`src/rtl/uart_pkg.sv`:
```
// Shared UART definitions: one-hot state encodings, default frame geometry and
// a constant clog2 helper, used by both the transmitter and the receiver.
package uart_pkg;

    localparam int NUM_TICKS_DEF     = 16;
    localparam int BITS_PER_DATA_DEF = 8;

    typedef enum logic [4:0] {
        IDLE   = 5'b00001,
        START  = 5'b00010,
        DATA   = 5'b00100,
        PARITY = 5'b01000,
        STOP   = 5'b10000
    } uart_state_t;

    function automatic int clog2(input int value);
        int r;
        r = 0;
        while ((1 << r) < value) begin
            r = r + 1;
        end
        return r;
    endfunction

endpackage

```
`src/rtl/uart_bit_timer.sv`:
```
// Oversampling tick counter with a programmable terminal count; bit_end marks
// the tick on which the current serial bit finishes.
module uart_bit_timer
    import uart_pkg::*;
#(
    parameter int CNT_W = clog2(NUM_TICKS_DEF)
) (
    input  logic             clk,
    input  logic             reset,
    input  logic             tick,
    input  logic             clear,
    input  logic [CNT_W-1:0] term,
    output logic             bit_end
);

    logic [CNT_W-1:0] s_r;

    assign bit_end = tick && (s_r == term);

    // Tick counter: clear dominates, wraps to zero at the terminal count.
    always_ff @(posedge clk or posedge reset) begin
        if (reset) begin
            s_r <= {CNT_W{1'b0}};
        end else if (clear) begin
            s_r <= {CNT_W{1'b0}};
        end else if (bit_end) begin
            s_r <= {CNT_W{1'b0}};
        end else if (tick) begin
            s_r <= s_r + CNT_W'(1);
        end else begin
            s_r <= s_r;
        end
    end

endmodule

```
`src/rtl/uart_tx.sv`:
```
// UART transmitter: start, LSB-first data, optional even parity, 1-3 stop bits.
// Define UART_TX_PARITY_EN to build the parity bit; otherwise 'parity' is ignored.
module uart_tx
    import uart_pkg::*;
#(
    parameter int NUM_TICKS     = NUM_TICKS_DEF,
    parameter int BITS_PER_DATA = BITS_PER_DATA_DEF
) (
    input  logic                     clk,
    input  logic                     reset,
    input  logic                     tick,
    input  logic                     tx_start,
    input  logic [BITS_PER_DATA-1:0] d_in,
    input  logic                     parity,
    input  logic [1:0]               stop_bits,
    output logic                     tx,
    output logic                     tx_busy,
    output logic                     tx_done
);

    localparam int TW = clog2(NUM_TICKS);
    localparam int NW = (clog2(BITS_PER_DATA) < 2) ? 2 : clog2(BITS_PER_DATA);

    function automatic logic even_parity(input logic [BITS_PER_DATA-1:0] value);
        return ^value;
    endfunction

    uart_state_t              state_r, state_s;
    logic [BITS_PER_DATA-1:0] shift_r, shift_s;
    logic [NW-1:0]            n_r, n_s;
    logic [1:0]               sb_r, sb_s;
    logic                     tx_r, tx_s;
    logic                     busy_r, busy_s;
    logic                     done_r, done_s;
    logic                     bit_end_s;
    logic                     timer_clear_s;

`ifdef UART_TX_PARITY_EN
    logic                     par_r, par_s;
    logic [BITS_PER_DATA-1:0] data_r, data_s;
`else
    logic                     parity_unused_s;
    assign parity_unused_s = parity;
`endif

    // Timer is held at zero while idle so a tick coinciding with the accept is not counted.
    assign timer_clear_s = (state_r == IDLE);

    uart_bit_timer #(
        .CNT_W (TW)
    ) u_bit_timer (
        .clk     (clk),
        .reset   (reset),
        .tick    (tick),
        .clear   (timer_clear_s),
        .term    (TW'(NUM_TICKS - 1)),
        .bit_end (bit_end_s)
    );

    // Next-state and next-output logic; outputs are derived from next state so tx is a pure flop.
    always_comb begin
        state_s = state_r;
        shift_s = shift_r;
        n_s     = n_r;
        sb_s    = sb_r;
        done_s  = 1'b0;
`ifdef UART_TX_PARITY_EN
        par_s   = par_r;
        data_s  = data_r;
`endif
        case (state_r)
            IDLE: begin
                // done_r blocks a request in the same clk the previous frame completes
                if (tx_start && !done_r) begin
                    shift_s = d_in;
                    n_s     = {NW{1'b0}};
                    sb_s    = (stop_bits == 2'd0) ? 2'd1 : stop_bits;
`ifdef UART_TX_PARITY_EN
                    par_s   = parity;
                    data_s  = d_in;
`endif
                    state_s = START;
                end else begin
                    state_s = IDLE;
                end
            end
            START: begin
                if (bit_end_s) begin
                    n_s     = {NW{1'b0}};
                    state_s = DATA;
                end else begin
                    state_s = START;
                end
            end
            DATA: begin
                if (bit_end_s) begin
                    shift_s = shift_r >> 1;
                    if (n_r == NW'(BITS_PER_DATA - 1)) begin
                        n_s = {NW{1'b0}};
`ifdef UART_TX_PARITY_EN
                        state_s = par_r ? PARITY : STOP;
`else
                        state_s = STOP;
`endif
                    end else begin
                        n_s = n_r + NW'(1);
                    end
                end else begin
                    state_s = DATA;
                end
            end
`ifdef UART_TX_PARITY_EN
            PARITY: begin
                if (bit_end_s) begin
                    n_s     = {NW{1'b0}};
                    state_s = STOP;
                end else begin
                    state_s = PARITY;
                end
            end
`endif
            STOP: begin
                if (bit_end_s) begin
                    if ((n_r + NW'(1)) == NW'(sb_r)) begin
                        n_s     = {NW{1'b0}};
                        done_s  = 1'b1;
                        state_s = IDLE;
                    end else begin
                        n_s = n_r + NW'(1);
                    end
                end else begin
                    state_s = STOP;
                end
            end
            default: begin
                n_s     = {NW{1'b0}};
                state_s = IDLE;
            end
        endcase

        case (state_s)
            IDLE:    tx_s = 1'b1;
            START:   tx_s = 1'b0;
            DATA:    tx_s = shift_s[0];
`ifdef UART_TX_PARITY_EN
            PARITY:  tx_s = even_parity(data_s);
`endif
            STOP:    tx_s = 1'b1;
            default: tx_s = 1'b1;
        endcase

        busy_s = (state_s != IDLE);
    end

    // State, datapath and output registers.
    always_ff @(posedge clk or posedge reset) begin
        if (reset) begin
            state_r <= IDLE;
            shift_r <= {BITS_PER_DATA{1'b0}};
            n_r     <= {NW{1'b0}};
            sb_r    <= 2'd0;
            tx_r    <= 1'b1;
            busy_r  <= 1'b0;
            done_r  <= 1'b0;
`ifdef UART_TX_PARITY_EN
            par_r   <= 1'b0;
            data_r  <= {BITS_PER_DATA{1'b0}};
`endif
        end else begin
            state_r <= state_s;
            shift_r <= shift_s;
            n_r     <= n_s;
            sb_r    <= sb_s;
            tx_r    <= tx_s;
            busy_r  <= busy_s;
            done_r  <= done_s;
`ifdef UART_TX_PARITY_EN
            par_r   <= par_s;
            data_r  <= data_s;
`endif
        end
    end

    assign tx      = tx_r;
    assign tx_busy = busy_r;
    assign tx_done = done_r;

endmodule

```
`config.mk`:
```
export PLATFORM = sky130hd
export DESIGN_NAME = uart_tx
export DESIGN_NICKNAME = d
export VERILOG_FILES = /design/src/rtl/uart_pkg.sv /design/src/rtl/uart_bit_timer.sv /design/src/rtl/uart_tx.sv
export SDC_FILE = /design/constraint.sdc
export NUM_CORES = 1
export LEC_CHECK = 0
export ABC_AREA = 0
export BUFFER_PORTS_ARGS = -buffer_cell sky130_fd_sc_hd__buf_2
export CAP_MARGIN = 20
export CORE_MARGIN = 3
export CORE_UTILIZATION = 56
export DETAILED_ROUTE_END_ITERATION = 12
export PLACE_DENSITY_LB_ADDON = 0.25
export SETUP_SLACK_MARGIN = 0.05
export SYNTH_ARGS = -nofsm -noshare
export SYNTH_HDL_FRONTEND = slang
export SYNTH_HIERARCHICAL = 1
export SYNTH_SLANG_ARGS = --single-unit
```
`constraint.sdc`:
```
create_clock -name clk -period 2.1 [get_ports clk]
set_input_delay 0.315 -clock clk [delete_from_list [all_inputs] [get_ports clk]]
set_output_delay 0.315 -clock clk [all_outputs]
set_load 0.1 [all_outputs]
```
==> impl_metrics.yaml, run 1 <==
die:
  start_util_pct: 60.43
  fp-row-count: 17
  pin_count: 18
  die_w_um: 55.33
  chipHeight_um: 55.33
  dieArea_um2: 3061
  core-area_um2: 2255
timing:
  setup_ws_ns: 0.2218
  rsz0062_at_grt: "false"
  hold_viol: 0
  fin_crit_sh_pct: 89.44
  setup_violations: 0
  maxSlewViolCount: 0
  relSlewSlack_pct: 46.28
  tns_ns: 0
  whs_ns: 0.1795
  min_period_ns: 1.878
  fmax_ghz: 0.5324
  fin_skew_ns: 0.002356
  worst_pin_slew_ns: 0.8049
synth:
  synth-edff-count: 0
  syn_inst: 127
  ys_top_cells_by_area: "dfrtp_1 (42%), a222oi_1 (4.4%), dfstp_2 (3.9%), inv_1 (3.6%), ha_1 (2.8%)"
  synth.distinct_cells: 51
  ys.flop_type: "dfrtp_1"
  synth.most_common_cell: "dfrtp_1"
  syn_area_um2: 1363
  synth_top_area_share_pct: 42.24
  syn_area_per_cell_um2: 10.73
  ys_seq_area_share_pct: 46.10
  synth_top_area_cell: "dfrtp_1"
  ys_async_sr_fraction_pct: 100.0
  synth_common_cells: "dfrtp_1 (23), inv_1 (13), nor2_1 (7)"
  ys.warnings.count: 6
  ys_ff_latch: 25
drt:
  highest_layer: "met4"
  drc: 0
  vias: 1039
  ant_nets: 0
  drt-vias-per-instance: 5.678
  firstDrtPassIters: 4
  wl_per_cell_um: 14.37
  wl_met1_um: 1098
  finalWirelength_um: 2630
  dr_wl_met2_um: 1357
  wl_met3_um: 107
  first_iter_violations: 49
hold_path:
  min_path_type: "input pin to flip-flop"
critical_path:
  end_kind: "flip-flop"
  crit_type: "flip-flop to flip-flop"
  crit_fanout: 6
  start_kind: "flip-flop"
  crit_arrival_ns: 2.15
  cp.required_ns: 2.37
power_and_ir_drop:
  pwr-share-seq_pct: 57.2
  p_switching_w: 0.0003059
  pwr-share-clk_pct: 21.3
  swShare_pct: 30.32
  p_total_w: 0.001009
  power-per-cell-area_nw_per_um2: 646.1
  ir_worst_vdd_mv: 0.5041
  p_comb_share_pct: 21.5
  intPower_w: 0.0007030
  p_leak_nw: 0.7841
cts:
  numCtsBuffers: 3
  cts_root_buffer: "clkbuf_4"
  htree_levels: 1
  cts_tree: "yes"
  cts_sinks: 25
  cts_buffer_depth: 2
  clk_pin_slew_ns: 0.13
  insertion_delay_ns: 0.32
layout:
  final_nets: 174
  n_antenna_cell: 0
  drive_gt1_share_pct: 29.68
  area_growth_pct: 14.60
place:
  port-buffer-count: 16
  dp_hpwl_um: 1974
  gp_congestion: 0.8419
  pre_cts_ws_ns: 0.1341
global_route:
  grt_max_degree: 22
  gr-usage-all-layers_pct: 18.88
  grt_pass1_vias: 1102
  antenna_found_initial: 0
  overflow: 0
  grt_pass1_wl_um: 4560
run_status:
  outcome: "completed"
run:
  max_cap_violations: 0
## worst max-delay path, cell delays in order (launching register included)
cell and delay (ns):
dfrtp_1 0.38, nor2b_2 0.04, a2111o_1 0.45, nor2_4 0.16, buf_4 0.14, inv_1 0.08
nor3_4 0.24, buf_4 0.18, a222oi_1 0.08, inv_1 0.07
## kinds of logic (layout without fill, tap and decap cells)
kind of cell / Yosys count / count (layout) / share of synthesized area, %
AOI/OAI and AO/OA: 31 / 31 / 19.74
xor gates and xnor gates: 5 / 5 / 3.214
adders and majority gates: 3 / 3 / 2.755
buffers and inverters: 18 / 41 / 5.785
DFF: 25 / 25 / 46.10
muxes: 2 / 2 / 1.653
other: 2 / 7 / 0.5512
and+or+nand+nor: 41 / 41 / 20.20
## cell usage in the layout (no fill, tap or decap), types with 3 or more instances in the layout
master	n
dfrtp_1	23
buf_2	16
inv_1	13
nor2_1	7
buf_4	7
conb_1	7
a222oi_1	6
a21oi_1	5
nand2_1	5
xnor2_1	4
nand2b_1	4
nor2b_1	3
ha_1	3
clkbuf_4	3
## power groups by stage
stage	Clock [W]	Sequential (W)	Combinational (W)
after floorplan	0	0.000597	0.000144
after global placement	0	0.000584	0.000203
after detailed placement	0	0.000586	0.000210
after CTS	0.000227	0.000578	0.000213
after global routing	0.000239	0.000585	0.000244
final	0.000215	0.000577	0.000217
## area by class of cell
| class | count | area, um2 |
|---|---|---|
| Clock buffer | 3 | 22.52 |
| Clock inverter | 1 | 5.005 |
| Fill cell | 177 | 693.2 |
| Inverter | 13 | 48.80 |
| Multi-Input combinational cell | 89 | 679.4 |
| Sequential cell | 25 | 628.1 |
| Tap cell | 28 | 35.03 |
| Timing Repair Buffer | 24 | 142.6 |
## through the flow
stage                     area (um2)  instances  utilization (%)
after floorplan                 1381        132                -
after global placement          1496        175            66.37
after detailed placement        1496        175            66.37
after CTS                       1534        180            68.04
after global routing            1562        183            69.26
final                           1562        183            69.26
## final timing paths
check / end / slack [ns] / depth (start not counted) / from
min in group asynchronous: u_bit_timer/s_r[0]$_DFFE_PP0P_ / 0.40 / 3 / reset
min reg2reg: shift_r[3]$_DFFE_PP0P_ / 0.51 / 2 / shift_r[4]$_DFFE_PP0P_
max: shift_r[4]$_DFFE_PP0P_ / 0.22 / 9 / u_bit_timer/s_r[0]$_DFFE_PP0P_
min: shift_r[0]$_DFF_PP0_ / 0.18 / 3 / d_in[0]
max reg2reg: shift_r[4]$_DFFE_PP0P_ / 0.22 / 9 / u_bit_timer/s_r[0]$_DFFE_PP0P_
max in group asynchronous: n_r[2]$_DFFE_PP0P_ / 0.93 / 3 / reset
## sequential cells by signal (all words and copies together) (netlist names)
signal	cells
n_r	3
tx_busy	1
tx	1
state_r	5
sb_r	2
u_bit_timer/s_r	4
shift_r	8
tx_done	1
## per-layer routing
metal / up-vias / global-route usage, %
met2: 24 / 32.26
met1: 503 / 21.80
met3: 7 / 3.505
met4: 0 / 11.11
met5: - / 0
li1: 505 / -
## repair_timing
item / in CTS / in global routing
hold buffers: 1 / 0
hold endpoints to repair: 4 / 0
resized for setup: 0 / 1
endpoints found under the setup margin: 0 / 6
setup buffers: 0 / 3
Power figures use the tool's default switching activity.
==> run 2: changes to the inputs <==
--- a/config.mk
+++ b/config.mk
@@ -8,7 +8,6 @@
 export ABC_AREA = 0
 export BUFFER_PORTS_ARGS = -buffer_cell sky130_fd_sc_hd__buf_2
 export CAP_MARGIN = 20
-export CORE_MARGIN = 3
 export CORE_UTILIZATION = 56
 export DETAILED_ROUTE_END_ITERATION = 12
 export PLACE_DENSITY_LB_ADDON = 0.25
==> run 2 against run 1 <==
Utilization is 0.17 points lower. Sequential share of layout area increased by 0.097 points. Total power up 2.0%. Clock power up 7%. Routed wire length shrank 3.4%. Sequential power about the same. Clock skew up 0.0092 ns. Critical path type unchanged. Register-to-register slack about the same. Cell count is 0.55% lower. Sequential cell count did not move. Setup slack improved by 0.0037 ns. Critical endpoint is now shift_r[1]$_DFFE_PP0P_. Count of clock-buffer cells in the layout stayed put.
==> impl_metrics.yaml, run 2 (synthesis results as in run 1) <==
timing:
  maxSlewViolCount: 0
  fin_skew_ns: 0.01158
  rsz0062_at_grt: "false"
  min_period_ns: 1.875
  fmax_ghz: 0.5335
  fin_crit_sh_pct: 89.26
  relSlewSlack_pct: 49.87
  hold_viol: 0
  tns_ns: 0
  worst_pin_slew_ns: 0.7511
  setup_violations: 0
drt:
  wl_per_cell_um: 13.96
  ant_nets: 0
  firstDrtPassIters: 5
  vias: 1050
  finalWirelength_um: 2540
  drc: 0
  first_iter_violations: 47
  drt-vias-per-instance: 5.769
cts:
  cts_root_buffer: "clkbuf_4"
  cts_tree: "yes"
  cts_buffer_depth: 2
  insertion_delay_ns: 0.34
  clk_pin_slew_ns: 0.14
  cts_sinks: 25
  numCtsBuffers: 3
  htree_levels: 1
global_route:
  grt_max_degree: 22
  grt_pass1_wl_um: 4326
  overflow: 0
  grt_pass1_vias: 1018
  antenna_found_initial: 0
  gr-usage-all-layers_pct: 23.27
layout:
  drive_gt1_share_pct: 29.22
  largest_reg_flops: 8
  final_nets: 173
  layout.cells.non_filler: 182
  fillCellCount: 187
  layout_common_cells: "dfrtp_1 (23), buf_2 (16), inv_1 (13)"
  layout.cells.most_common: "dfrtp_1"
  stdcell_area_um2: 1558
  largestRegisters: "shift_r: 8 flops, state_r: 5 flops, u_bit_timer/s_r: 4 flops"
  area_growth_pct: 14.32
  n_antenna_cell: 0
  top_register: "shift_r"
critical_path:
  end_kind: "flip-flop"
  start_kind: "flip-flop"
  cp.required_ns: 2.39
  crit_arrival_ns: 2.16
  crit_fanout: 6
  crit_type: "flip-flop to flip-flop"
power_and_ir_drop:
  p_leak_nw: 0.7784
  ir_worst_vdd_mv: 0.7148
  power-per-cell-area_nw_per_um2: 660.4
run:
  max_cap_violations: 0
run_status:
  outcome: "completed"
hold_path:
  min_path_type: "input pin to flip-flop"
die:
  chipHeight_um: 51.33
  die_w_um: 51.33
  pin_count: 18
  fp-row-count: 17
  start_util_pct: 60.43
  core-area_um2: 2255
  dieArea_um2: 2634
place:
  place_inst: 175
  dp_hpwl_um: 1903
  gp_congestion: 0.8941
  dpl_cell_area_um2: 1496
  port-buffer-count: 16
run 2: final cells by class:
cell class	count	area (um2)	share of cell area (%)
clock inverters	1	8.758	0.5623
multi-input cells	89	679.4	43.61
clock buffers	3	22.52	1.446
well taps	28	35.03	2.249
repair buffers	23	135.1	8.675
inverters	13	48.80	3.133
flip-flops and latches	25	628.1	40.32
run 2: repair_timing:
item,in CTS,in global routing
setup endpoints to repair,0,9
buffers inserted,0,2
hold buffers,1,0
hold endpoints to repair,4,0
resized for setup,0,1
run 2: path summary, 6_finish.rpt:
check | slack, ns | end | depth (start not counted) | startpoint
max | 0.23 | shift_r[1]$_DFFE_PP0P_ | 9 | u_bit_timer/s_r[0]$_DFFE_PP0P_
max reg2reg | 0.23 | shift_r[1]$_DFFE_PP0P_ | 9 | u_bit_timer/s_r[0]$_DFFE_PP0P_
min reg2reg | 0.52 | n_r[1]$_DFFE_PP0P_ | 1 | n_r[1]$_DFFE_PP0P_
max in group asynchronous | 0.97 | state_r[1]$_DFF_PP0_ | 3 | reset
min in group asynchronous | 0.41 | u_bit_timer/s_r[0]$_DFFE_PP0P_ | 3 | reset
min | 0.16 | sb_r[0]$_DFFE_PP0P_ | 2 | stop_bits[1]
run 2: metrics by stage:
step | worst slack (ns) | total power, W | hold slack [ns] | utilization (%)
CTS | 0.1044 | 0.001038 | 0.1412 | 68.20
finish | 0.2254 | 0.001029 | 0.1569 | 69.09
global placement | 0.2007 | 0.0007860 | 0.2055 | 66.37
global route | 0.05393 | 0.001093 | 0.1366 | 69.09
detailed placement | 0.1123 | 0.0007961 | 0.2091 | 66.37
floorplan | 0.1119 | 0.0007413 | 0.08108 | -
run 2: metal layers:
layer  wire, um  up-vias  global-route usage, %
li1           -      512                      -
met2       1294       25                  40.35
met5          0        -                      0
met1       1088      509                  25.92
met4         49        0                  11.71
met3        107        4                  6.548
run 2: power by group:
part / internal, W / total, W / switching [W] / leakage, nW
logic: 0.0000957 / 0.000219 / 0.000124 / 0.442
clock network: 0.0000778 / 0.000231 / 0.000153 / 0.0183
registers: 0.000538 / 0.000579 / 0.0000406 / 0.318
total: 0.000711 / 0.00103 / 0.000317 / 0.778
run 2: critical path, stage by stage, from the launching register on:
cell and delay [ns]:
dfrtp_1 0.39, nor2b_2 0.05, a2111o_1 0.43, nor2_4 0.15
buf_4 0.15, inv_1 0.08, nor3_4 0.25, buf_4 0.18
a222oi_1 0.08, inv_1 0.07
